[src/rtl/fetch_pkg.sv]
// Shared types and helpers for the instruction-fetch front end.
package fetch_pkg;

    localparam int INSTR_BYTES  = 4;
    localparam int ENTRY_ADDR_W = 64;
    localparam int ENTRY_INST_W = 32;

    typedef struct packed {
        logic [ENTRY_INST_W-1:0] inst;
        logic [ENTRY_ADDR_W-1:0] pc;
    } fetch_entry_t;

    function automatic logic [63:0] sext19(input logic [18:0] v);
        return {{45{v[18]}}, v};
    endfunction

    function automatic logic [63:0] sext26(input logic [25:0] v);
        return {{38{v[25]}}, v};
    endfunction

endpackage

[src/rtl/fetch_fifo.sv]
// Small circular buffer of fetched {instruction, pc} entries with synchronous flush.
module fetch_fifo
    import fetch_pkg::*;
#(
    parameter int DEPTH = 4
) (
    input  logic                   clk,
    input  logic                   reset,
    input  logic                   flush,
    input  logic                   push,
    input  fetch_entry_t           push_data,
    input  logic                   pop,
    output fetch_entry_t           head,
    output logic                   valid,
    output logic [$clog2(DEPTH):0] count
);

    localparam int PW = $clog2(DEPTH);

    fetch_entry_t   mem [DEPTH];
    logic [PW-1:0]  rd_ptr;
    logic [PW-1:0]  wr_ptr;
    logic           push_ok;
    logic           pop_ok;

    assign valid   = (count != '0);
    assign push_ok = push && (count != (PW+1)'(DEPTH));
    assign pop_ok  = pop && valid;
    assign head    = mem[rd_ptr];

    // Storage needs no reset: nothing is visible until count marks it valid.
    always_ff @(posedge clk) begin
        if (push_ok) begin
            mem[wr_ptr] <= push_data;
        end
    end

    always_ff @(posedge clk) begin
        if (reset || flush) begin
            rd_ptr <= '0;
            wr_ptr <= '0;
            count  <= '0;
        end else begin
            if (push_ok) begin
                wr_ptr <= wr_ptr + PW'(1);
            end
            if (pop_ok) begin
                rd_ptr <= rd_ptr + PW'(1);
            end
            case ({push_ok, pop_ok})
                2'b10:   count <= count + (PW+1)'(1);
                2'b01:   count <= count - (PW+1)'(1);
                default: count <= count;
            endcase
        end
    end

endmodule

[src/rtl/fetch_unit_pipelined.sv]
// Fetch front end: owns the PC, issues credit-limited reads to a 1-cycle instruction
// memory and queues returned instructions for decode; branch redirects flush and re-steer.
module fetch_unit_pipelined
    import fetch_pkg::*;
#(
    parameter int                ADDR_W   = 64,
    parameter int                INST_W   = 32,
    parameter int                QDEPTH   = 4,
    parameter logic [ADDR_W-1:0] RESET_PC = '0
) (
    input  logic              clk,
    input  logic              reset,
    input  logic              BrTaken,
    input  logic              UncondBr,
    input  logic [18:0]       CondAddr19,
    input  logic [25:0]       BrAddr26,
    input  logic [ADDR_W-1:0] br_pc,
    output logic              imem_req,
    output logic [ADDR_W-1:0] imem_addr,
    input  logic [INST_W-1:0] imem_rdata,
    output logic              inst_valid,
    input  logic              inst_ready,
    output logic [INST_W-1:0] inst,
    output logic [ADDR_W-1:0] inst_pc,
    output logic [ADDR_W-1:0] redirect_pc
);

    localparam int CW = $clog2(QDEPTH) + 1;

    logic [ADDR_W-1:0] pc;
    logic [ADDR_W-1:0] req_pc;
    logic              inflight;
    logic [CW-1:0]     count;
    logic [CW:0]       occupied;
    logic [63:0]       offset;
    logic              issue;
    logic              push;
    logic              pop;
    logic              head_valid;
    fetch_entry_t      push_entry;
    fetch_entry_t      head;

    always_comb begin
        offset = UncondBr ? (sext26(BrAddr26) << 2) : (sext19(CondAddr19) << 2);
    end

    assign redirect_pc = br_pc + offset[ADDR_W-1:0];

    // A request is only issued when the FIFO is guaranteed room for its return.
    assign occupied = {1'b0, count} + (CW+1)'(inflight);
    assign issue    = !reset && !BrTaken && (occupied < (CW+1)'(QDEPTH));

    assign imem_req  = issue;
    assign imem_addr = pc;

    assign push = inflight && !BrTaken;
    assign pop  = head_valid && inst_ready && !BrTaken;

    assign push_entry.inst = ENTRY_INST_W'(imem_rdata);
    assign push_entry.pc   = ENTRY_ADDR_W'(req_pc);

    always_ff @(posedge clk) begin
        if (reset) begin
            pc       <= RESET_PC;
            req_pc   <= '0;
            inflight <= 1'b0;
        end else if (BrTaken) begin
            pc       <= redirect_pc;
            inflight <= 1'b0;
        end else begin
            inflight <= issue;
            if (issue) begin
                pc     <= pc + ADDR_W'(INSTR_BYTES);
                req_pc <= pc;
            end
        end
    end

    fetch_fifo #(
        .DEPTH(QDEPTH)
    ) u_fifo (
        .clk       (clk),
        .reset     (reset),
        .flush     (BrTaken),
        .push      (push),
        .push_data (push_entry),
        .pop       (pop),
        .head      (head),
        .valid     (head_valid),
        .count     (count)
    );

    assign inst_valid = head_valid;
    assign inst       = head_valid ? INST_W'(head.inst) : '0;
    assign inst_pc    = head_valid ? ADDR_W'(head.pc) : '0;

endmodule

[config.mk]
export PLATFORM = sky130hd
export DESIGN_NAME = fetch_unit_pipelined
export DESIGN_NICKNAME = d
export VERILOG_FILES = /design/src/rtl/fetch_pkg.sv /design/src/rtl/fetch_fifo.sv /design/src/rtl/fetch_unit_pipelined.sv
export SDC_FILE = /design/constraint.sdc
export NUM_CORES = 1
export LEC_CHECK = 0
export ABC_AREA = 1
export CAP_MARGIN = 20
export CORE_UTILIZATION = 30
export CTS_CLUSTER_DIAMETER = 200
export CTS_CLUSTER_SIZE = 8
export DETAILED_ROUTE_END_ITERATION = 7
export HOLD_SLACK_MARGIN = 0.03
export PLACE_DENSITY_LB_ADDON = 0.3
export SYNTH_ARGS = -nofsm -noshare
export SYNTH_HDL_FRONTEND = slang
export SYNTH_HIERARCHICAL = 1
export SYNTH_SLANG_ARGS = --single-unit
[constraint.sdc]
create_clock -name clk -period 17.8 [get_ports clk]
set_input_delay 5.34 -clock clk [delete_from_list [all_inputs] [get_ports clk]]
set_output_delay 5.34 -clock clk [all_outputs]
set_load 0.02 [all_outputs]
== After elaboration in Yosys (flattened, before gate mapping) ==
Memories as Yosys holds them, arrays and structs flattened. A register that Yosys moved wholly into a read port is not among the register bits.
Cells that the tools add are included.
Operators by class
  $add $sub $neg: 7
  $lt $le $gt $ge: 1
  eq/ne operators: 3
  mux-type cells: 10
  bitwise gates (word level): 1
  reductions and logical operators: 15
Operator list (count)
  $mux 64: 4
  $add 64x3->64 const B: 1
  $add 64x64->64: 1
  $mux 32: 1
  $logic_and 1x1->1: 7
  $pmux 3 s2: 1
  $add 2x1->2 const B: 2
  $add 3x1->4: 1
  $lt 4x3->1 const B: 1
  $mux 2: 2
  $reduce_bool 2->1: 2
  $add 3x1->3 const B: 1
  $ne 3x3->1 const B: 1
  $reduce_bool 3->1: 1
  $sub 3x1->3 const B: 1
  $eq 2x1->1 const B: 1
  $eq 2x2->1 const B: 1
  $logic_not 1->1: 2
  $mux 1: 2
  $reduce_and 2->1: 1
  $reduce_or 2->1: 1
  $logic_or 1x1->1: 1
  $not 1->1: 1
Word-level totals
  register bits after elaboration: 136
  RAM bits: 384
  input port bits: 146
  output and inout bits: 226
  logic and storage cells: 44
  memories: 1
Memory list
  u_fifo.mem: words 4, bits a word 96, read ports 1, clocked after Yosys merged registers in 1, wr ports 1, RTL line fetch_fifo.sv:20  | fetch_entry_t mem [DEPTH];

== Longest topological paths before layout ==
Gate-level depths: netlist (run 1).
  depth in word-level cells: 6
  depth in mapped cells: 22
  depth with buffers taken out: 21

== By module ==
The synthesis (run 1) kept the hierarchy.
Modules (own cells, without submodules)
  fetch_fifo: instances 1, cells each 997, area each 14756.7 um2, sequential area each 11711.2 um2
  fetch_unit_pipelined: instances 1, cells each 2422, area each 13127.6 um2, sequential area each 2582.5 um2

== Worst setup path before layout (run 1) ==
OpenSTA, ideal clock, no wires.
  kind: input port to output port
  start point: input port UncondBr
  end point: output port redirect_pc[63]
  arrival time: 8308 ps
  data required time: 12460 ps
  slack: 4152 ps
  stages: 17
  path buffers: 1
  path through: buf_2 > clkinv_1 > nand2_1 > nand2_1 > ha_1 > nand2_1 > nor2_1 > inv_1 > nor3_1 > nand2_1 > inv_1 > nand2_1 > nand2_1 > nand2_1 > nand2_1 > nand2_1 > nand2_1
Between the ends
  word-level cells in the longest chain between the ends: 2
Ends and longest elaborated chain
  start: declaration: RTL line fetch_unit_pipelined.sv:14  | input logic UncondBr,
  $mux 64: RTL line fetch_unit_pipelined.sv:44  | offset = UncondBr ? (sext26(BrAddr26) << 2) : (sext19(CondAddr19) << 2);
  $add 64x64->64: RTL line fetch_unit_pipelined.sv:47  | assign redirect_pc = br_pc + offset[ADDR_W-1:0];
  end: declaration: RTL line fetch_unit_pipelined.sv:25  | output logic [ADDR_W-1:0] redirect_pc
Every way passes these cells.

== Worst setup path in the final report (run 1) ==
  start point: input port UncondBr
  end point: output port redirect_pc[52]
The elaborated chain is that of the path after synthesis.

==> results.md, run 1 <==
- Outcome: complete, no violations
- # diodes: 0
- Simple-gate area share of the yosys netlist: 23.7%
- H-tree levels: 3
- Via density: 4.77
- CP top delay family: buffers and inverters
- Period utilization: 87.9%
- Initial Utilization: 30.4%
- Core Region: 91800 µm²
- Leading area contributor after synthesis: edfxtp_1
- Synth Area in Compound Gates: 11.7%
- Fmax: 63.9 MHz
- WP buf/inv: 6
- Synth cell types: 55
- CTS tree: done
- Total global-route track usage: 19.8%
- Global-route wire length before repair: 141 mm
- Layout Utilization: 37.8%
- Layout cells sized above 1: 4.06%
- Largest net degree at the start of global routing: 106
- Die Area: 94200 µm²
- Synthesized flop and latch total: 522
- CP Data Arrival Time: 10.31 ns
- Worst Clk Skew: 0.0255 ns
- Avg Synthesized Cell Area: 8.16 µm²
- DRC: 0
- Pre-Repair DR Iteration Count: 7
- Slew headroom: 31.2%
- Crit. End Element: output port
- Top cells by area, synth: edfxtp_1 41%, nand2_1 11%, dfxtp_1 9.9%, nor2_1 6.3%, inv_1 6.3%
- Clock root buffer: clkbuf_16
- Static Leak: 14.3 nW
- Syn nets: 3634
- Max Cap Viol: 0
- Maximum vdd drop: 58.0 µV
- Most common cell in the netlist: nand2_1
- EDFF count, synth: 384
- Main synth FF type: edfxtp_1
- Register area share after synthesis: 51.3%
- Worst-Skew Late Latency: 0.60 ns
- XOR/XNOR Fraction of Synth Area: 1.22%
- Hold WS: 0.491 ns
- Critical path class: in -> out
- Required time worst endpoint: 12.46 ns
- Initial antenna violation count: 0
- RSZ-0062 raised after global routing: no
- Mapped Area: 27900 µm²
- Hold Fails Final Rpt: 0
- Die Height: 307 µm
- # clock sinks: 522
- Fin. max-slew vios: 0
- I/O pin total: 372
- Largest family of logic cells by synthesized area: simple AND/OR/NAND/NOR gates
- PwrDens: 94.3 nW/µm²
- Max incr delay on CP: 0.70 ns
- Clock buffer depth: 3
- Adder-cell share of the synthesized area: 3.15%
- Buffers on Ports: 371
- CP Max Fanout: 37
- Slew @ Worst Pin: 1.03 ns
- DRT Wirelength: 94.6 mm
- Critical path's slowest cell: nor4_1
- Synthesized instance count: 3419
- Post-CTS Resized: 0
- Routability cong.: 0.965
- Hold crit path type: reg -> reg
- Die X: 307 µm
- Synth top cells by count: 840 x nand2_1, 471 x nor2_1, 467 x inv_1
- Num rows: 111
- Post-DP HPWL: 68.7 mm
- Async set or reset register ratio after synthesis: 0%
- Share of the synthesized area in the top cell type: 41.4%
- Layout Nets: 3980
- Routed Antenna Nets: 0
- Total power draw: 3.28 mW
- Final worst path period need: 15.65 ns
- CTS buffer count: 75
- Layout area overhead: 24.6%
- Drt wl/cell: 18.8 µm
- Iteration-0 DRC Markers: 1554
- Hold buffer count at cts: 0
- Vias: 24000
- CP Launch Type: input pin
- Setup tns final: 0 ns
- Worst-path cell chain: clkdlybuf4s50_1 -> buf_4 -> clkinv_1 -> nand2_1 -> nand2_1 -> buf_4 -> ha_1 -> nand2_1 -> nor2_1 -> inv_1 -> nor4_1 -> nand3_1 -> nand3_1 -> and2_1 -> clkdlybuf4s50_1
- Yosys warning count: 6
- Multiplexer share of the synthesized area: 0.0404%
- Reg clk slew, reported paths: 0.05 ns
- Crit path top cell by count: nand2_1
- GRT overflow: 0
- Setup Buffers After CTS: 0
- Setup violators final: 0
- Vias in the first global route: 23100
[power breakdown]
group	total (mW)	leakage (nW)	internal (mW)	switching, mW
combinational	0.612	8.77	0.229	0.383
clock	1.28	1.00	0.773	0.504
sequential	1.39	4.56	1.34	0.0442
[registers in the layout, summed over array words and instances, names as in the netlist, named ones only]
name and flops:
u_fifo/mem 384, u_fifo/rd_ptr 2, imem_addr 64, inflight 1
req_pc 64, u_fifo/wr_ptr 2, u_fifo/count 3
[area by class of cell]
type	count	area, µm²
Sequential cell	522	14300
Clock buffer	101	2000
Fill cell	9483	57100
Clock inverter	6	71.3
Inverter	473	1780
Tap cell	1243	1560
Multi-Input combinational cell	2295	11100
Timing Repair Buffer	398	3910
[worst reg2reg max path: cells and delay by family (launching register included)]
| kind | cells | cell delay (ns) |
|---|---|---|
| AOI/OAI and AO/OA | 2 | 0.32 |
| buffers and inverters | 3 | 1.39 |
| DFF | 1 | 0.32 |
| and+or+nand+nor | 5 | 0.85 |
[cells by family (layout without fill, tap and decap cells)]
group	Yosys count	in the layout
xor gates and xnor gates	39	39
and+or+nand+nor	1598	1598
buffers and inverters	602	978
AOI/OAI and AO/OA	588	588
DFF	522	522
adders and majority gates	69	69
muxes	1	1
[per-stage QoR]
stage                     cells  instance area, µm²  setup slack [ns]
after floorplan            3419               27900              4.15
after global placement     4931               32700              2.13
after detailed placement   4931               32700              2.17
after CTS                  5038               34700              2.15
after global routing       5038               34700              1.79
final                      5038               34700              2.15
[routing by layer]
layer	wire, µm	track usage (%)	share of wire, %	vias to the layer above
met5	0	0	0	-
met1	41600	25.3	44	11100
met3	6350	4.29	6.7	146
met2	43600	32.4	46	752
li1	-	-	-	12000
met4	3110	7.48	3.3	0
[cell usage in the layout, fill, tap and decap left out, types with 7 or more instances in the layout]
cell             instances
a211oi_1                33
a21oi_1                127
a31oi_1                 13
and2_1                  18
buf_4                   27
clkbuf_1                25
clkbuf_16               76
clkdlybuf4s50_1        369
dfxtp_1                136
edfxtp_1               384
ha_1                    67
inv_1                  466
nand2_1                839
nand3_1                145
nand3b_1                 8
nand4_1                 33
nor2_1                 467
nor2_4                  10
nor3_1                  44
o21ai_0                188
o21ai_1                 96
o21bai_1                18
o22ai_1                 98
or2_2                    7
xor2_1                  35
[worst paths after layout]
kind / start / endpoint / slack [ns] / cells past startpoint
max: UncondBr / redirect_pc[52] / 2.15 / 15
min: u_fifo/rd_ptr[1]$_SDFFE_PP0P_ / flop / 0.49 / 2
max reg2reg: u_fifo/count[0]$_SDFFE_PP0P_ / imem_addr[61]$_SDFFE_PP0N_ / 14.86 / 10
min reg2reg: u_fifo/rd_ptr[1]$_SDFFE_PP0P_ / flop / 0.49 / 2
Note: power is estimated with default switching activity, not from simulation.
==> run 2: changes to the inputs <==
==> constraint.sdc (replaced) <==
create_clock -name clk -period 18 [get_ports clk]
set_input_delay 5.4 -clock clk [delete_from_list [all_inputs] [get_ports clk]]
set_output_delay 5.4 -clock clk [all_outputs]
set_load 0.1 [all_outputs]
==> run 2 against run 1 <==
Via count decreased by 0.44%. Register-to-register slack hardly changed. Non-clock buffer count rose by 2. Global-route usage grew 0.13 points. Sequential power hardly changed. Sequential cell count is the same. Clock skew decreased by 0.0096 ns.
==> results.md, run 2 (synthesis results as in run 1) <==
- Hold crit path type: reg -> reg (unchanged)
- Slew @ Worst Pin: 1.19 ns (was 1.03 ns)
- Max Cap Viol: 0 (unchanged)
- CTS buffer count: 75 (unchanged)
- Hold buffer count at cts: 0 (unchanged)
- Slew headroom: 20.4% (was 31.2%)
- CP Launch Type: input pin (unchanged)
- Drt wl/cell: 18.8 µm (about the same)
- # diodes: 0 (unchanged)
- Final worst path period need: 15.48 ns
- Fmax: 64.6 MHz
- CP Max Fanout: 27 (was 37)
- Worst reg2reg setup slack: 14.87 ns (was 14.86 ns)
- Vias in the first global route: 23300 (was 23100)
- I/O pin total: 372 (unchanged)
- RR Endpoint: imem_addr[61]$_SDFFE_PP0N_ (unchanged)
- # clock sinks: 522 (unchanged)
- Worst-Skew Late Latency: 0.60 ns (about the same)
- Clock root buffer: clkbuf_16 (unchanged)
- Period utilization: 86.0%
- RSZ-0062 raised after global routing: no (unchanged)
- Die Height: 307 µm (unchanged)
- Global Route met1 Usage: 25.4% (was 25.3%)
- Core Region: 91800 µm² (unchanged)
- GRT overflow: 0 (unchanged)
- Filler cells: 9450 (was 9483)
- Initial antenna violation count: 0 (unchanged)
- Max reg flops: 384 (unchanged)
- Via density: 4.74 (was 4.77)
- Outcome: complete, no violations (unchanged)
- Global-route wire length before repair: 141 mm (about the same)
- Grt peak-use layer: met2 (unchanged)
- DRT Wirelength: 94.8 mm (was 94.6 mm)
- Routability cong.: 1.02 (was 0.965)
- Met3 usage: 4.13% (was 4.29%)
- Critical path's slowest cell: clkdlybuf4s50_1 (was nor4_1)
- Setup tns final: 0 ns (unchanged)
- Largest net degree at the start of global routing: 121 (was 106)
- Layout area overhead: 24.5% (was 24.6%)
- Hold Fails Final Rpt: 0 (unchanged)
- Final Cell Area: 34700 µm² (about the same)
- Setup Buffers After CTS: 0 (unchanged)
- CTS tree: done (unchanged)
- Fin. max-slew vios: 0 (unchanged)
- Post-CTS Resized: 0 (unchanged)
- Buffers on Ports: 371 (unchanged)
- Vias: 23900 (was 24000)
- Layout Nets: 3982 (was 3980)
- Required time worst endpoint: 12.60 ns (was 12.46 ns)
- PwrDens: 103 nW/µm² (was 94.3 nW/µm²)
- Reg clk slew, reported paths: 0.05 ns (about the same)
- Die X: 307 µm (unchanged)
- Pre-Repair DR Iteration Count: 5 (was 7)
- Most frequent cells in the layout: 839 x nand2_1, 467 x nor2_1, 466 x inv_1 (unchanged)
- Hold Path Sink: u_fifo/mem[3][33]$_DFFE_PP_
- WHS Path Cells: 0 (was 2)
- R2R depth: 10 (unchanged)
- Die Area: 94200 µm² (unchanged)
- Static Leak: 14.4 nW (was 14.3 nW)
- Layout cells sized above 1: 5.08% (was 4.06%)
- Iteration-0 DRC Markers: 1539 (was 1554)
- Worst Clk Skew: 0.0159 ns (was 0.0255 ns)
- R2R Path Start: u_fifo/count[0]$_SDFFE_PP0P_ (unchanged)
- Post-DP HPWL: 69.3 mm (was 68.7 mm)
- Num rows: 111 (unchanged)
- Total global-route track usage: 19.9% (was 19.8%)
- Register bank with the most flops: u_fifo/mem (unchanged)
- CP Data Arrival Time: 10.08 ns (was 10.31 ns)
- Placed cell areas: 32600 µm² (was 32700 µm²)
- Hold path start: req_pc[33]$_SDFFE_PP0P_ (was u_fifo/rd_ptr[1]$_SDFFE_PP0P_)
- Crit. End Element: output port (unchanged)
- DRC: 0 (unchanged)
- Met2 usage: 32.9% (was 32.4%)
- Maximum vdd drop: 71.9 µV (was 58.0 µV)
- Worst-path cell chain: clkdlybuf4s50_1 -> buf_4 -> clkinv_1 -> or2_2 -> o21ai_0 -> inv_1 -> ha_1 -> nand3_1 -> nand3_1 -> a21oi_1 -> o21ai_0 -> xor2_1 -> clkdlybuf4s50_1 (was clkdlybuf4s50_1 -> buf_4 -> clkinv_1 -> nand2_1 -> nand2_1 -> buf_4 -> ha_1 -> nand2_1 -> nor2_1 -> inv_1 -> nor4_1 -> nand3_1 -> nand3_1 -> and2_1 -> clkdlybuf4s50_1)
- Setup violators final: 0 (unchanged)
- H-tree levels: 3 (unchanged)
- Routed Antenna Nets: 0 (unchanged)
- Most common cell after layout, fill and taps aside: nand2_1 (unchanged)
- Storage cell area: 14300 µm² (unchanged)
- Critical path class: in -> out (unchanged)
- Clock buffer depth: 3 (unchanged)
- Footprint of the multi-input gates: 11100 µm² (unchanged)
- Initial Utilization: 30.4% (unchanged)
- Max incr delay on CP: 1.24 ns (was 0.70 ns)
- Total power draw: 3.58 mW (was 3.28 mW)
==> run 2: cell count changes in the layout (fill, tap and decap cells not counted) <==
cell / delta
inv_6: -1
buf_12: +3
clkinv_8: +1
clkbuf_16: -1
buf_4: +35
inv_16: +2
clkdlybuf4s50_1: -36
==> run 2: worst max-delay path by stage <==
stage          startpoint         endpoint
5_1_grt          UncondBr  redirect_pc[15]
3_5_place_dp     UncondBr  redirect_pc[15]
2_1_floorplan    UncondBr  redirect_pc[37]
6_report         UncondBr  redirect_pc[15]
4_1_cts          UncondBr  redirect_pc[15]
3_3_place_gp     UncondBr  redirect_pc[15]
==> run 2: metrics by stage <==
step	utilization [%]	instances	hold WS, ns	setup WS (ns)
final	37.8	5041	0.502	2.52
after global routing	37.8	5041	0.528	2.15
after CTS	37.8	5039	0.506	2.46
after detailed placement	35.5	4931	0.494	2.47
after global placement	35.5	4931	0.483	2.50
after floorplan	-	3419	0.455	3.28
==> run 2: critical path, delay by kind of cell <==
family / cells / cell delay, ns
xor gates and xnor gates: 1 / 0.24
adders and majority gates: 1 / 0.30
buffers and inverters: 5 / 2.57
AOI/OAI and AO/OA: 3 / 0.82
and+or+nand+nor: 3 / 0.73
==> run 2: metal layers <==
metal | wire length (µm) | part of all wire [%]
met5 | 0 | 0
met4 | 3120 | 3.3
met1 | 41900 | 44
met2 | 44100 | 46
met3 | 5750 | 6.1
==> run 2: final cells by class <==
class	count	share of cell area [%]
Clock buffer	100	5.68
Clock inverter	8	0.342
Inverter	473	5.13
Multi-Input combinational cell	2295	32.1
Sequential cell	522	41.2
Tap cell	1243	4.48
Timing Repair Buffer	400	11.1
==> run 2: power by group <==
group          leakage [nW]  switching, mW  total [mW]  internal (mW)
Clock                  1.01          0.510        1.27          0.762
Sequential             4.56         0.0434        1.37           1.33
Combinational          8.81          0.721       0.939          0.218
==> run 3: changes to the inputs <==
TNS_END_PERCENT = 20   (was default)
==> results of run 3 <==
No change in the layout: final DEF, timing and power equal those of run 2.
